File: src/rtl/vga_timing_gen.sv
// VGA raster timing generator: pixel-rate divider, h/v counters and phase FSMs, registered sync/enable outputs.
// Optional frame counter enabled by defining VGA_FRAME_CNT_EN; otherwise frame_cnt is tied to zero.
module vga_timing_gen #(
   parameter int CLK_DIV   = 2,
   parameter int H_VISIBLE = 640,
   parameter int H_FP      = 16,
   parameter int H_SYNC    = 96,
   parameter int H_BP      = 48,
   parameter int V_VISIBLE = 480,
   parameter int V_FP      = 10,
   parameter int V_SYNC    = 2,
   parameter int V_BP      = 33
) (
   input  logic        CLK,
   input  logic        RST,
   output logic [31:0] row,
   output logic [31:0] col,
   output logic        hsync,
   output logic        vsync,
   output logic        vnotactive,
   output logic        de,
   output logic        frame_start,
   output logic [15:0] frame_cnt
);

   localparam int H_TOTAL  = H_VISIBLE + H_FP + H_SYNC + H_BP;
   localparam int V_TOTAL  = V_VISIBLE + V_FP + V_SYNC + V_BP;
   localparam int HS_START = H_VISIBLE + H_FP;
   localparam int HS_END   = H_VISIBLE + H_FP + H_SYNC;
   localparam int VS_START = V_VISIBLE + V_FP;
   localparam int VS_END   = V_VISIBLE + V_FP + V_SYNC;
   localparam int HW       = $clog2(H_TOTAL);
   localparam int VW       = $clog2(V_TOTAL);
   localparam int DW       = (CLK_DIV > 1) ? $clog2(CLK_DIV) : 1;

   localparam logic [1:0] H_ACT    = 2'd0;
   localparam logic [1:0] H_FRONT  = 2'd1;
   localparam logic [1:0] H_SYNC_S = 2'd2;
   localparam logic [1:0] H_BACK   = 2'd3;
   localparam logic [1:0] V_ACT    = 2'd0;
   localparam logic [1:0] V_FRONT  = 2'd1;
   localparam logic [1:0] V_SYNC_S = 2'd2;
   localparam logic [1:0] V_BACK   = 2'd3;

   logic [DW-1:0] div;
   logic          pix_en;
   logic [HW-1:0] hcnt, hcnt_n;
   logic [VW-1:0] vcnt, vcnt_n;
   logic          line_end;
   logic          frame_end;
   logic [1:0]    h_state, h_state_n;
   logic [1:0]    v_state, v_state_n;

   assign pix_en    = (div == DW'(CLK_DIV - 1));
   assign line_end  = pix_en && (hcnt == HW'(H_TOTAL - 1));
   assign frame_end = line_end && (vcnt == VW'(V_TOTAL - 1));

   always_ff @(posedge CLK or negedge RST) begin
      if (!RST) begin
         div <= '0;
      end else if (pix_en) begin
         div <= '0;
      end else begin
         div <= div + DW'(1);
      end
   end

   always_comb begin
      hcnt_n = hcnt;
      vcnt_n = vcnt;
      if (pix_en) begin
         hcnt_n = line_end ? '0 : hcnt + HW'(1);
      end
      if (line_end) begin
         vcnt_n = (vcnt == VW'(V_TOTAL - 1)) ? '0 : vcnt + VW'(1);
      end
   end

   // Phase FSMs move only when the next count crosses a boundary; every phase must be at least one unit long.
   always_comb begin
      h_state_n = h_state;
      if (pix_en) begin
         case (h_state)
            H_ACT:    if (hcnt_n == HW'(H_VISIBLE)) h_state_n = H_FRONT;
            H_FRONT:  if (hcnt_n == HW'(HS_START))  h_state_n = H_SYNC_S;
            H_SYNC_S: if (hcnt_n == HW'(HS_END))    h_state_n = H_BACK;
            default:  if (hcnt_n == '0)             h_state_n = H_ACT;
         endcase
      end
   end

   always_comb begin
      v_state_n = v_state;
      if (line_end) begin
         case (v_state)
            V_ACT:    if (vcnt_n == VW'(V_VISIBLE)) v_state_n = V_FRONT;
            V_FRONT:  if (vcnt_n == VW'(VS_START))  v_state_n = V_SYNC_S;
            V_SYNC_S: if (vcnt_n == VW'(VS_END))    v_state_n = V_BACK;
            default:  if (vcnt_n == '0)             v_state_n = V_ACT;
         endcase
      end
   end

   // Counters, states and decoded outputs all load from the same next values, so they never skew.
   always_ff @(posedge CLK or negedge RST) begin
      if (!RST) begin
         hcnt        <= '0;
         vcnt        <= '0;
         h_state     <= H_ACT;
         v_state     <= V_ACT;
         hsync       <= 1'b1;
         vsync       <= 1'b1;
         vnotactive  <= 1'b0;
         de          <= 1'b1;
         frame_start <= 1'b0;
      end else begin
         hcnt        <= hcnt_n;
         vcnt        <= vcnt_n;
         h_state     <= h_state_n;
         v_state     <= v_state_n;
         hsync       <= (h_state_n != H_SYNC_S);
         vsync       <= (v_state_n != V_SYNC_S);
         vnotactive  <= (v_state_n != V_ACT);
         de          <= (h_state_n == H_ACT) && (v_state_n == V_ACT);
         frame_start <= frame_end;
      end
   end

   assign row = 32'(vcnt);
   assign col = 32'(hcnt);

`ifdef VGA_FRAME_CNT_EN
   always_ff @(posedge CLK or negedge RST) begin
      if (!RST) begin
         frame_cnt <= '0;
      end else if (frame_end) begin
         frame_cnt <= frame_cnt + 16'd1;
      end
   end
`else
   assign frame_cnt = 16'h0;
`endif

endmodule

File: config.mk
export PLATFORM = sky130hd
export DESIGN_NAME = vga_timing_gen
export DESIGN_NICKNAME = d
export VERILOG_FILES = /design/src/rtl/vga_timing_gen.sv
export SDC_FILE = /design/constraint.sdc
export NUM_CORES = 1
export LEC_CHECK = 0
export ABC_AREA = 1
export ABC_CLOCK_PERIOD_IN_PS = 2000
export CAP_MARGIN = 20
export CORE_UTILIZATION = 35
export DETAILED_ROUTE_END_ITERATION = 7
export DONT_BUFFER_PORTS = 1
export PLACE_DENSITY_LB_ADDON = 0.08
export SYNTH_ARGS = -nofsm -noshare
export SYNTH_HDL_FRONTEND = slang
export SYNTH_SLANG_ARGS = --single-unit
File: constraint.sdc
create_clock -name CLK -period 2 [get_ports CLK]
set_clock_uncertainty 0.05 [all_clocks]
set_input_delay 0.1 -clock CLK [delete_from_list [all_inputs] [get_ports CLK]]
set_output_delay 0.1 -clock CLK [all_outputs]
set_load 0.01 [all_outputs]
==> summary.md, run 1 <==
| Metric | Value |
|---|---|
| Status | finished, violations left |
| Failing checks | setup timing |
| Syn Area/Cell | 6.837 sq um |
| LEAKAGE | 1.761 nW |
| Worst Setup SP | vcnt[0]$_DFF_PN0_ |
| Number of flops mapped to enable cells by yosys | 0 |
| Number of port buffers | 0 |
| Reg2reg path depth | 16 |
| Final hold violations | 0 |
| Core area | 0.006794 sq mm |
| Mapped Area | 0.002475 sq mm |
| FILL cells | 689 |
| Flops & latches, synth | 30 |
| Max IR drop VDD | 0.0003464 V |
| Row count | 30 |
| I/O Pins | 87 |
| Slew Viols, Final | 0 |
| RR Endpoint | de$_DFF_PN1_ |
| RR Startpoint | vcnt[0]$_DFF_PN0_ |
| Synth top area share | 27.30% |
| Worst Path Buf+Inv | 1 |
| Initial detailed-routing violation count | 70 |
| Crit path depth | 16 |
| DRC Markers | 0 |
| Total GRT Usage | 16.65% |
| First-pass GRT wire length | 9.501 mm |
| Synth Warn # | 0 |
| PnR Total Power | 1.469 mW |
| H-tree depth | 2 |
| Max Cap Viol | 0 |
| ANT cells | 0 |
| Distinct cells, synth | 29 |
| Starting density of the core | 36.43% |
| CTS root buffer | clkbuf_8 |
| Die area | 0.007411 sq mm |
| FFs w/ async S/R, synth | 100.0% |
| Storage cell area | 757.0 sq um |
| Die height | 86.09 microns |
| TritonCTS clock tree | yes |
| GP Congestion | 0.8260 |
| Nets | 436 |
| Critical path launch point type | flip-flop |
| Worst Path Max Fanout | 4 |
| Worst hold path class | input pin to asynchronous set/reset pin |
| Critical path cell sequence | inv_2 -> ha_2 -> nand2_1 -> nor2_2 -> nand4_1 -> nand2_1 -> nand2_1 -> nand2_2 -> nand2_2 -> nor2_2 -> nand2_1 -> nor2_1 -> nor2_1 -> nand2_2 -> nand2_2 -> nor2_2 |
| Top post-synthesis cells by area | dfrtp_1 (27%), buf_4 (18%), nand2_1 (14%) |
| Area of the multi-input gates | 0.001369 sq mm |
| Cells after synthesis | 362 |
| Routed WL | 5.769 mm |
| CP Capture Type | flip-flop |
| Min Tclk post-route | 2.105 ns |
| Top-count cell post-synth | nand2_1 |
| Critical path's largest stage delay | 0.45 ns |
| Total CTS buffers | 5 |
| Synth area leader | dfrtp_1 |
| WP data arrival | 2.28 ns |
| Sink Count | 30 |
| Synth top cells by count | nand2_1 (95), buf_4 (60), inv_1 (46), nor2_1 (41), dfrtp_1 (27) |
| Worst EP required | 2.18 ns |
| R2R setup slack | -0.10 ns |
| Delay-heaviest family, CP | simple AND/OR/NAND/NOR gates |
| Seq/Total Area, Yosys | 30.49% |
| Area grow syn2layout | 24.72% |
| Initial antenna violation count | 0 |
| Crit Path Category | flip-flop to flip-flop |
| RSZ-0062 raised after global routing | yes |
| Gr ovfl total | 0 |
| Share of layout cells above drive strength 1 | 30.56% |
| Endpoints failing setup | 5 |
| Power per cell area | 476.0 mW/mm^2 |
| Slowest-stage cell, CP | dfrtp_2 |
| Final ANT Viol Nets | 0 |
| CP endpoint | de$_DFF_PN1_ |
| DR vias/cell | 4.152 |
| Routed wire length per instance | 10.93 microns |
| Fin crit share | 105.2% |
| Setup tns final | -0.3064 ns |
| Fmax achieved | 475.1 MHz |
| Number of buffers on the longest clock path | 2 |
| Vias | 2192 |
| Largest net degree at the start of global routing | 31 |
| Top_reg_cell synth | dfrtp_1 |
| Die width | 86.09 microns |
| Worst skew pair latency | 0.29 ns |
| Final WS setup | -0.1049 ns |
| Worst-path clk slew | 0.08 ns |
| DP Wirelength | 4.544 mm |
| Via count of the first global-routing pass | 1967 |
| Drt pass-1 iters | 4 |
how the worst min path moves through the flow:
stage | slack (ns) | cells past startpoint | start | to
2_1_floorplan | -0.25 | 0 | RST | div$_DFF_PN0_
6_report | 0.22 | 2 | RST | div$_DFF_PN0_
5_1_grt | 0.23 | 2 | RST | div$_DFF_PN0_
4_1_cts | 0.22 | 2 | RST | div$_DFF_PN0_
3_3_place_gp | -0.24 | 0 | RST | vcnt[3]$_DFF_PN0_
3_5_place_dp | -0.24 | 0 | RST | vcnt[3]$_DFF_PN0_
state kept, by name, summed over array words and instances (netlist names):
name,flops
frame_start,1
hcnt,10
v_state,2
div,1
hsync,1
h_state,2
de,1
vsync,1
vnotactive,1
vcnt,10
cell families after synthesis:
logic type | count (synthesis) | share of synthesized area, %
AO/OA/AOI/OAI | 9 | 1.972
buffers and inverters | 115 | 26.69
AND/OR/NAND/NOR | 202 | 38.17
other | 1 | 0.1515
adder cells (fa/ha/maj) | 3 | 1.517
XOR/XNOR | 2 | 1.011
flip-flops | 30 | 30.49
power breakdown:
part | total [mW] | switching [mW] | internal [mW] | leakage (nW)
Combinational | 0.0692 | 0.0639 | 0.00532 | 1.30
Sequential | 0.606 | 0 | 0.606 | 0.391
Clock | 0.794 | 0.262 | 0.532 | 0.0714
Total | 1.47 | 0.326 | 1.14 | 1.76
metal layers:
metal | vias up | GRT usage [%] | wire, microns
li1 | 1126 | - | -
met1 | 992 | 22.50 | 2787
met2 | 66 | 26.26 | 2679
met3 | 8 | 3.561 | 225
met4 | 0 | 5.758 | 76
met5 | - | 0 | 0
what timing repair did:
| item | CTS | global route |
|---|---|---|
| endpoints found under the setup margin | 7 | 8 |
| resized for setup | 12 | 15 |
| buffers inserted | 1 | 3 |
| pin swaps | 5 | 7 |
| hold endpoints to repair | 30 | 0 |
| hold buffers | 2 | 0 |
worst reg2reg max path: stages, from the launching register on:
cell	delay, ns
dfrtp_2	0.45
inv_2	0.07
ha_2	0.18
nand2_1	0.07
nor2_2	0.10
nand4_1	0.18
nand2_1	0.13
nand2_1	0.07
nand2_2	0.11
nand2_2	0.07
nor2_2	0.12
nand2_1	0.09
nor2_1	0.11
nor2_1	0.05
nand2_2	0.09
nand2_2	0.06
nor2_2	0.07
placed cells by master, fill, tap and decap left out:
cell type,count
a21oi_1,2
buf_12,1
buf_4,61
bufinv_16,2
clkbuf_8,6
clkinv_1,1
clkinv_2,1
conb_1,60
dfrtp_1,25
dfrtp_2,2
dfstp_2,3
dlygate4sd3_1,1
ha_2,1
ha_4,2
inv_1,45
inv_2,7
inv_4,1
nand2_1,91
nand2_2,14
nand2_4,1
nand3_1,22
nand3_2,3
nand4_1,12
nand4_2,1
nor2_1,34
nor2_2,13
nor2_4,6
nor2b_2,1
nor3_1,2
nor3_2,1
nor3_4,1
o21ai_0,1
o21ai_1,3
o21ai_2,2
o21ai_4,1
xor2_1,1
xor2_2,1
final cells by class:
| type | instances | share of cell area, % |
|---|---|---|
| Multi-Input combinational cell | 276 | 44.35 |
| Sequential cell | 30 | 24.52 |
| Timing Repair Buffer | 63 | 15.81 |
| Inverter | 55 | 6.810 |
| Tap cell | 96 | 3.891 |
| Clock buffer | 6 | 2.675 |
| Clock inverter | 2 | 1.946 |
per-stage QoR:
step                      setup slack [ns]  cells  instance area (sq um)  utilization (%)  hold WS [ns]
after floorplan                    0.02393    421                   2696                -       -0.2456
after global placement            -0.09303    514                   2794            41.12       -0.2449
after detailed placement          -0.09857    514                   2794            41.12       -0.2449
after CTS                         -0.05869    525                   3017            44.40        0.2240
after global routing               -0.2806    528                   3087            45.43        0.2294
final                              -0.1049    528                   3087            45.43        0.2200
Note: power is estimated with default switching activity, not from simulation.
==> inputs of run 2 (changes only) <==
CTS_CLUSTER_DIAMETER = 80   (was not set)
RECOVER_POWER = 100   (was not set)
==> run 2 against run 1 <==
The run still ends with setup timing left. Via count is 0.41% higher. Final cell count stayed put. Fmax is 0.16% higher. Global-route usage stayed put. Clock-buffer cell count stayed put. Critical path depth stayed put. Final area is 1.8% lower. Hold slack better by 0.40 ns. First-iteration DRC count is 7.1% lower. Worst setup slack better by 0.0035 ns. Largest cell class unchanged. Highest routed layer unchanged.
==> summary.md, run 2 (same netlist as run 1, synthesis figures left out) <==
| Metric | Value |
|---|---|
| HP Start | vcnt[7]$_DFF_PN0_ |
| Comb pwr share | 4.5% (-0.2 points) |
| Share of layout cells above drive strength 1 | 27.08% (-3.5 points) |
| Delay-heaviest family, CP | simple AND/OR/NAND/NOR gates |
| Starting density of the core | 36.43% (unchanged) |
| ANT cells | 0 (unchanged) |
| Nets | 436 (unchanged) |
| Area of the multi-input gates | 0.001369 sq mm (unchanged) |
| Critical path cell sequence | inv_2 -> ha_2 -> nand2_1 -> nor2_2 -> nand4_1 -> nand2_1 -> nand2_1 -> nand2_2 -> nand2_2 -> nor2_2 -> nand2_1 -> nor2_1 -> nor2_1 -> nand2_2 -> nand2_2 -> nor2_2 |
| Drt pass-1 iters | 4 (unchanged) |
| Critical path's largest stage delay | 0.45 ns (about the same) |
| I/O Pins | 87 (unchanged) |
| Failing checks | setup timing |
| Total CTS buffers | 5 (unchanged) |
| RR Startpoint | vcnt[0]$_DFF_PN0_ |
| R2R setup slack | -0.10 ns (about the same) |
| LEAKAGE | 1.710 nW (-2.9%) |
| Most frequent cells in the layout | nand2_1 (91), conb_1 (60), buf_4 (48), inv_1 (45), nor2_1 (34) |
| Max IR drop VDD | 0.0003480 V (+0.46%) |
| Reg2reg path depth | 16 (unchanged) |
| Initial detailed-routing violation count | 65 (-7.1%) |
| Fmax achieved | 475.9 MHz (+0.16%) |
| Slowest-stage cell, CP | dfrtp_2 |
| Fin cells | 528 (unchanged) |
| WP data arrival | 2.28 ns (about the same) |
| Crit Path Category | flip-flop to flip-flop |
| FILL cells | 703 (+2.0%) |
| Switching share of power | 22.17% (about the same) |
| Storage cell area | 757.0 sq um (unchanged) |
| Vias | 2201 (+0.41%) |
| Sink Count | 30 (unchanged) |
| Via count of the first global-routing pass | 1967 (unchanged) |
| WHS Path Cells | 2 |
| Hold Crit Endpoint | vcnt[7]$_DFF_PN0_ |
| Slew Viols, Final | 0 (unchanged) |
| Die width | 86.09 microns (unchanged) |
| Max Cap Viol | 0 (unchanged) |
| Die height | 86.09 microns (unchanged) |
| Power per cell area | 483.9 mW/mm^2 (+1.7%) |
| Final ANT Viol Nets | 0 (unchanged) |
| Total GRT Usage | 16.65% (unchanged) |
| Largest net degree at the start of global routing | 31 (unchanged) |
| Critical path launch point type | flip-flop |
| Routed wire length per instance | 10.97 microns (+0.42%) |
| CTS root buffer | clkbuf_8 |
| Worst Path Buf+Inv | 1 (unchanged) |
| Number of port buffers | 0 (unchanged) |
| Final Cell Area | 0.003030 sq mm (-1.8%) |
| H-tree depth | 2 (unchanged) |
| Final hold violations | 0 (unchanged) |
| Slew HR | 5.683% |
| Clock Power Share | 54.1% (about the same) |
| GP Congestion | 0.8260 (unchanged) |
| Commonest non-fill, non-tap cell in the layout | nand2_1 |
| Worst EP required | 2.18 ns (about the same) |
| DRC Markers | 0 (unchanged) |
| Number of buffers on the longest clock path | 2 (unchanged) |
| Die area | 0.007411 sq mm (unchanged) |
| Worst-path clk slew | 0.07 ns (about the same) |
| RR Endpoint | de$_DFF_PN1_ |
| Core area | 0.006794 sq mm (unchanged) |
| Placed Area | 0.002794 sq mm (unchanged) |
| TritonCTS clock tree | yes |
| Largest regs | hcnt x10, vcnt x10 |
| Row count | 30 (unchanged) |
| CP Capture Type | flip-flop |
| First-pass GRT wire length | 9.501 mm (unchanged) |
| Sequential share of power | 41.4% (about the same) |
| Fin crit share | 105.1% (-0.17 points) |
| RSZ-0062 raised after global routing | yes |
| Area grow syn2layout | 22.45% |
| Endpoints failing setup | 5 (unchanged) |
| Worst skew pair latency | 0.29 ns (about the same) |
| P_sw | 0.3251 mW (-0.11%) |
| Status | finished, violations left |
| Worst slew pin tran | 1.412 ns |
| Final WS setup | -0.1015 ns (+0.003453 ns) |
| DR vias/cell | 4.169 (+0.41%) |
| Min Tclk post-route | 2.101 ns (-0.003453 ns) |
| DP Cell Count | 514 (unchanged) |
| Initial antenna violation count | 0 (unchanged) |
| Worst hold path class | flip-flop to flip-flop |
| DP Wirelength | 4.544 mm (unchanged) |
| Pre-CTS WS | -0.09857 ns (unchanged) |
| Gr ovfl total | 0 (unchanged) |
| Routed WL | 5.793 mm (+0.42%) |
| Internal | 1.141 mW (-0.22%) |
| Worst Path Max Fanout | 4 (unchanged) |
## run 2: cell count changes in the layout (fill, tap and decap cells not counted), sizes merged
cell and change:
dlymetal6s2s +1, clkbuf +13, buf -14
## run 2: worst max path at each step
stage | startpoint | end | slack [ns] | cells after the start
2_1_floorplan | hcnt[0]$_DFF_PN0_ | de$_DFF_PN1_ | 0.02 | 15
3_3_place_gp | hcnt[0]$_DFF_PN0_ | de$_DFF_PN1_ | -0.09 | 15
3_5_place_dp | hcnt[0]$_DFF_PN0_ | de$_DFF_PN1_ | -0.1 | 15
4_1_cts | hcnt[1]$_DFF_PN0_ | de$_DFF_PN1_ | -0.06 | 15
5_1_grt | vcnt[0]$_DFF_PN0_ | de$_DFF_PN1_ | -0.28 | 16
6_report | vcnt[0]$_DFF_PN0_ | de$_DFF_PN1_ | -0.10 | 16
## run 2: per-stage QoR
step	power, mW	utilization (%)	hold slack [ns]	TNS (ns)
6_report	1.466	44.60	0.6154	-0.2879
5_1_grt	1.518	44.60	0.6536	-1.519
4_1_cts	1.489	44.40	0.2240	-0.1149
3_5_place_dp	0.6669	41.12	-0.2449	-0.3337
3_3_place_gp	0.6669	41.12	-0.2449	-0.3632
2_1_floorplan	0.7542	-	-0.2456	0
## run 2: repair_timing
action / in CTS / in global routing
pin swaps: 5 / 7
resized for setup: 12 / 15
setup buffers: 1 / 3
hold buffers: 2 / 0
setup endpoints to repair: 7 / 8
hold endpoints to repair: 30 / 0
## run 2: layer usage
| layer | part of all wire (%) | track usage, % |
|---|---|---|
| met5 | 0 | 0 |
| met4 | 1.3 | 5.758 |
| met3 | 4.5 | 3.561 |
| met2 | 47 | 26.26 |
| met1 | 48 | 22.50 |
## run 2: cell type report
cell class	instances	area share, %
inverter	55	6.936
clock inverter	2	1.982
tap	96	3.964
clock buffer	6	2.725
timing repair buffer	63	14.24
sequential	30	24.98
multi-input combinational	276	45.17
## run 2: power groups by stage
stage | Clock, mW | Combinational [mW] | Sequential (mW)
floorplan | 0 | 0.136 | 0.618
global placement | 0 | 0.0486 | 0.618
detailed placement | 0 | 0.0486 | 0.618
CTS | 0.814 | 0.0685 | 0.606
global route | 0.834 | 0.0778 | 0.606
finish | 0.794 | 0.0662 | 0.606
## run 2: worst min-delay path: stages (launching register included)
cell and delay (ns):
dfrtp_1 0.45, nand2_1 0.08, nand2_1 0.10
==> inputs of run 3 (changes only) <==
ABC_CLOCK_PERIOD_IN_PS = 2500   (was 2000)
CORE_MARGIN = 10   (was not set)
clock period = 2.5 ns   (was 2 ns; I/O delays follow)
==> run 3 against run 2 <==
The flow finishes with violations (capacitance limit, slew limit). Critical endpoint unchanged. Worst setup slack improved by 0.34 ns. Global-route usage decreased by 4.9 points. Critical path type unchanged. Routed wire length increased by 11%. Final cell count decreased by 9.5%.
==> summary.md, run 3 (same netlist as run 1, synthesis figures left out) <==
| Metric | Value |
|---|---|
| CTS root buffer | clkbuf_8 |
| RR Endpoint | de$_DFF_PN1_ |
| Share of layout cells above drive strength 1 | 12.30% (-15 points) |
| Crit Path Category | flip-flop to flip-flop |
| Core area | 0.006832 sq mm (+0.55%) |
| P_sw | 0.2644 mW (-19%) |
| Internal | 0.7087 mW (-38%) |
| Final hold violations | 0 (unchanged) |
| Initial antenna violation count | 0 (unchanged) |
| Area of the multi-input gates | 0.001275 sq mm (-6.9%) |
| Worst slew pin tran | 1.718 ns (+0.3060 ns) |
| Worst hold path class | flip-flop to flip-flop |
| Routed wire length per instance | 13.45 microns (+23%) |
| Final ANT Viol Nets | 0 (unchanged) |
| Fin cells | 478 (-9.5%) |
| Pre-CTS WS | 0.1715 ns (+0.2701 ns) |
| Storage cell area | 758.2 sq um (+0.17%) |
| Fmax achieved | 443.1 MHz (-6.9%) |
| DRC Markers | 0 (unchanged) |
| H-tree depth | 2 (unchanged) |
| DP Wirelength | 5.072 mm (+12%) |
| Most frequent cells in the layout | nand2_1 (98), conb_1 (60), inv_1 (46), nor2_1 (42), dfrtp_1 (24) |
| Max IR drop VDD | 0.0002430 V (-30%) |
| Routed WL | 6.430 mm (+11%) |
| Critical path launch point type | flip-flop |
| Area grow syn2layout | 1.719% |
| Sink Count | 30 (unchanged) |
| Sequential share of power | 49.8% (+8.4 points) |
| Clock Power Share | 44.4% (-9.7 points) |
| HP Start | hcnt[1]$_DFF_PN0_ |
| Number of buffers on the longest clock path | 2 (unchanged) |
| Slew HR | -14.56% (-20 points) |
| Max Cap Viol | 1 (+1) |
| R2R setup slack | 0.24 ns (+0.34 ns) |
| Comb pwr share | 5.7% (+1.2 points) |
| Drt pass-1 iters | 5 (+1) |
| CP Capture Type | flip-flop |
| Status | finished, violations left |
| Total GRT Usage | 11.72% (-4.9 points) |
| Via count of the first global-routing pass | 2045 (+4.0%) |
| DP Cell Count | 464 (-9.7%) |
| DR vias/cell | 4.222 (+1.3%) |
| Failing checks | capacitance limit, slew limit |
| Gr ovfl total | 0 (unchanged) |
| Power per cell area | 386.5 mW/mm^2 (-20%) |
| FILL cells | 749 (+6.5%) |
| RSZ-0062 raised after global routing | no |
| Worst skew pair latency | 0.29 ns (about the same) |
| Final Cell Area | 0.002517 sq mm (-17%) |
| Switching share of power | 27.17% (+5.0 points) |
| WHS Path Cells | 2 (unchanged) |
| Commonest non-fill, non-tap cell in the layout | nand2_1 |
| TritonCTS clock tree | yes |
| Worst Path Max Fanout | 5 (+1) |
| Total CTS buffers | 5 (unchanged) |
| GP Congestion | 0.8449 (+2.3%) |
| Final WS setup | 0.2430 ns (+0.3445 ns) |
| Die area | 0.01083 sq mm (+46%) |
| Setup tns final | 0 ns (+0.2879 ns) |
| Starting density of the core | 36.23% (-0.20 points) |
| RR Startpoint | hcnt[5]$_DFF_PN0_ |
| Min Tclk post-route | 2.257 ns (+0.1555 ns) |
| WP data arrival | 2.44 ns (+0.16 ns) |
| LEAKAGE | 1.448 nW (-15%) |
| Number of port buffers | 0 (unchanged) |
| Endpoints failing setup | 0 (-5) |
| First-pass GRT wire length | 10.53 mm (+11%) |
| ANT cells | 0 (unchanged) |
| Hold Crit Endpoint | hcnt[1]$_DFF_PN0_ |
| Die width | 104.1 microns (+21%) |
| Worst-path clk slew | 0.08 ns (about the same) |
| Reg2reg path depth | 14 (-2) |
| Worst EP required | 2.68 ns (+0.50 ns) |
| Vias | 2018 (-8.3%) |
| PnR Total Power | 0.9731 mW (-34%) |
| Fin crit share | 90.28% (-15 points) |
| Initial detailed-routing violation count | 135 (+110%) |
| Nets | 386 (-11%) |
| Row count | 30 (unchanged) |
| Slew Viols, Final | 31 (+31) |
| Die height | 104.1 microns (+21%) |
| Largest net degree at the start of global routing | 31 (unchanged) |
| I/O Pins | 87 (unchanged) |
| Largest regs | hcnt x10, vcnt x10 |
| Placed Area | 0.002419 sq mm (-13%) |
==> run 3: changes by cell type in the layout (fill, tap and decap cells not counted), sizes merged <==
cell,previous run,this run
nor2,53,54
clkinv,2,3
buf,48,3
clkbuf,19,15
dlymetal6s2s,1,0
bufinv,2,0
==> run 3: worst max path at each step <==
stage	depth (start not counted)	from	slack, ns	endpoint
floorplan	15	hcnt[0]$_DFF_PN0_	0.52	de$_DFF_PN1_
detailed placement	15	hcnt[1]$_DFF_PN0_	0.17	de$_DFF_PN1_
CTS	15	hcnt[1]$_DFF_PN0_	0.14	de$_DFF_PN1_
global placement	15	hcnt[1]$_DFF_PN0_	0.17	de$_DFF_PN1_
global route	15	hcnt[1]$_DFF_PN0_	0.007	de$_DFF_PN1_
finish	14	hcnt[5]$_DFF_PN0_	0.24	de$_DFF_PN1_
==> run 3: area by class of cell <==
cell class / count / area share (%)
clock buffers: 7 / 3.429
clock inverters: 1 / 0.1988
inverters: 55 / 8.350
multi-input cells: 277 / 50.65
flip-flops and latches: 30 / 30.12
well taps: 96 / 4.771
repair buffers: 12 / 2.485
==> run 3: layer usage <==
metal | share of wire (%) | GRT usage [%] | wire length, microns
met5 | 0 | 0 | 0
met2 | 45 | 18.20 | 2863
met3 | 11 | 5.948 | 716
met4 | 0.75 | 3.082 | 48
met1 | 44 | 13.95 | 2802
==> run 3: power groups by stage <==
stage                     Sequential [mW]  Clock [mW]  Combinational (mW)
after floorplan                     0.495           0               0.109
after global placement              0.495           0              0.0389
after detailed placement            0.495           0              0.0389
after CTS                           0.485       0.447              0.0552
after global routing                0.485       0.463              0.0643
final                               0.485       0.432              0.0559
==> run 3: what timing repair did <==
action,4_1_cts,5_1_grt
resized for setup,0,4
setup endpoints to repair,0,5
setup buffers,0,3
hold endpoints to repair,30,0
hold buffers,2,0
==> run 3: worst max-delay path, stage by stage, from the launching register on <==
cell and delay (ns):
dfrtp_1 0.38, clkbuf_1 0.25, nor2_1 0.16, nand3_1 0.17
nor2_4 0.23, nand2_1 0.07, nand2_1 0.13, nand2_1 0.08
nor2_2 0.19, nor2b_1 0.16, nand2_1 0.06, nand2_1 0.08
nand2_2 0.07, nand2_2 0.08, nor2_2 0.03
==> run 3: per-stage QoR <==
stage	util [%]	hold slack, ns
after global placement	35.40	-0.2196
after global routing	36.85	0.6211
final	36.85	0.5693
after CTS	37.18	0.2380
after floorplan	-	-0.2206
after detailed placement	35.40	-0.2193
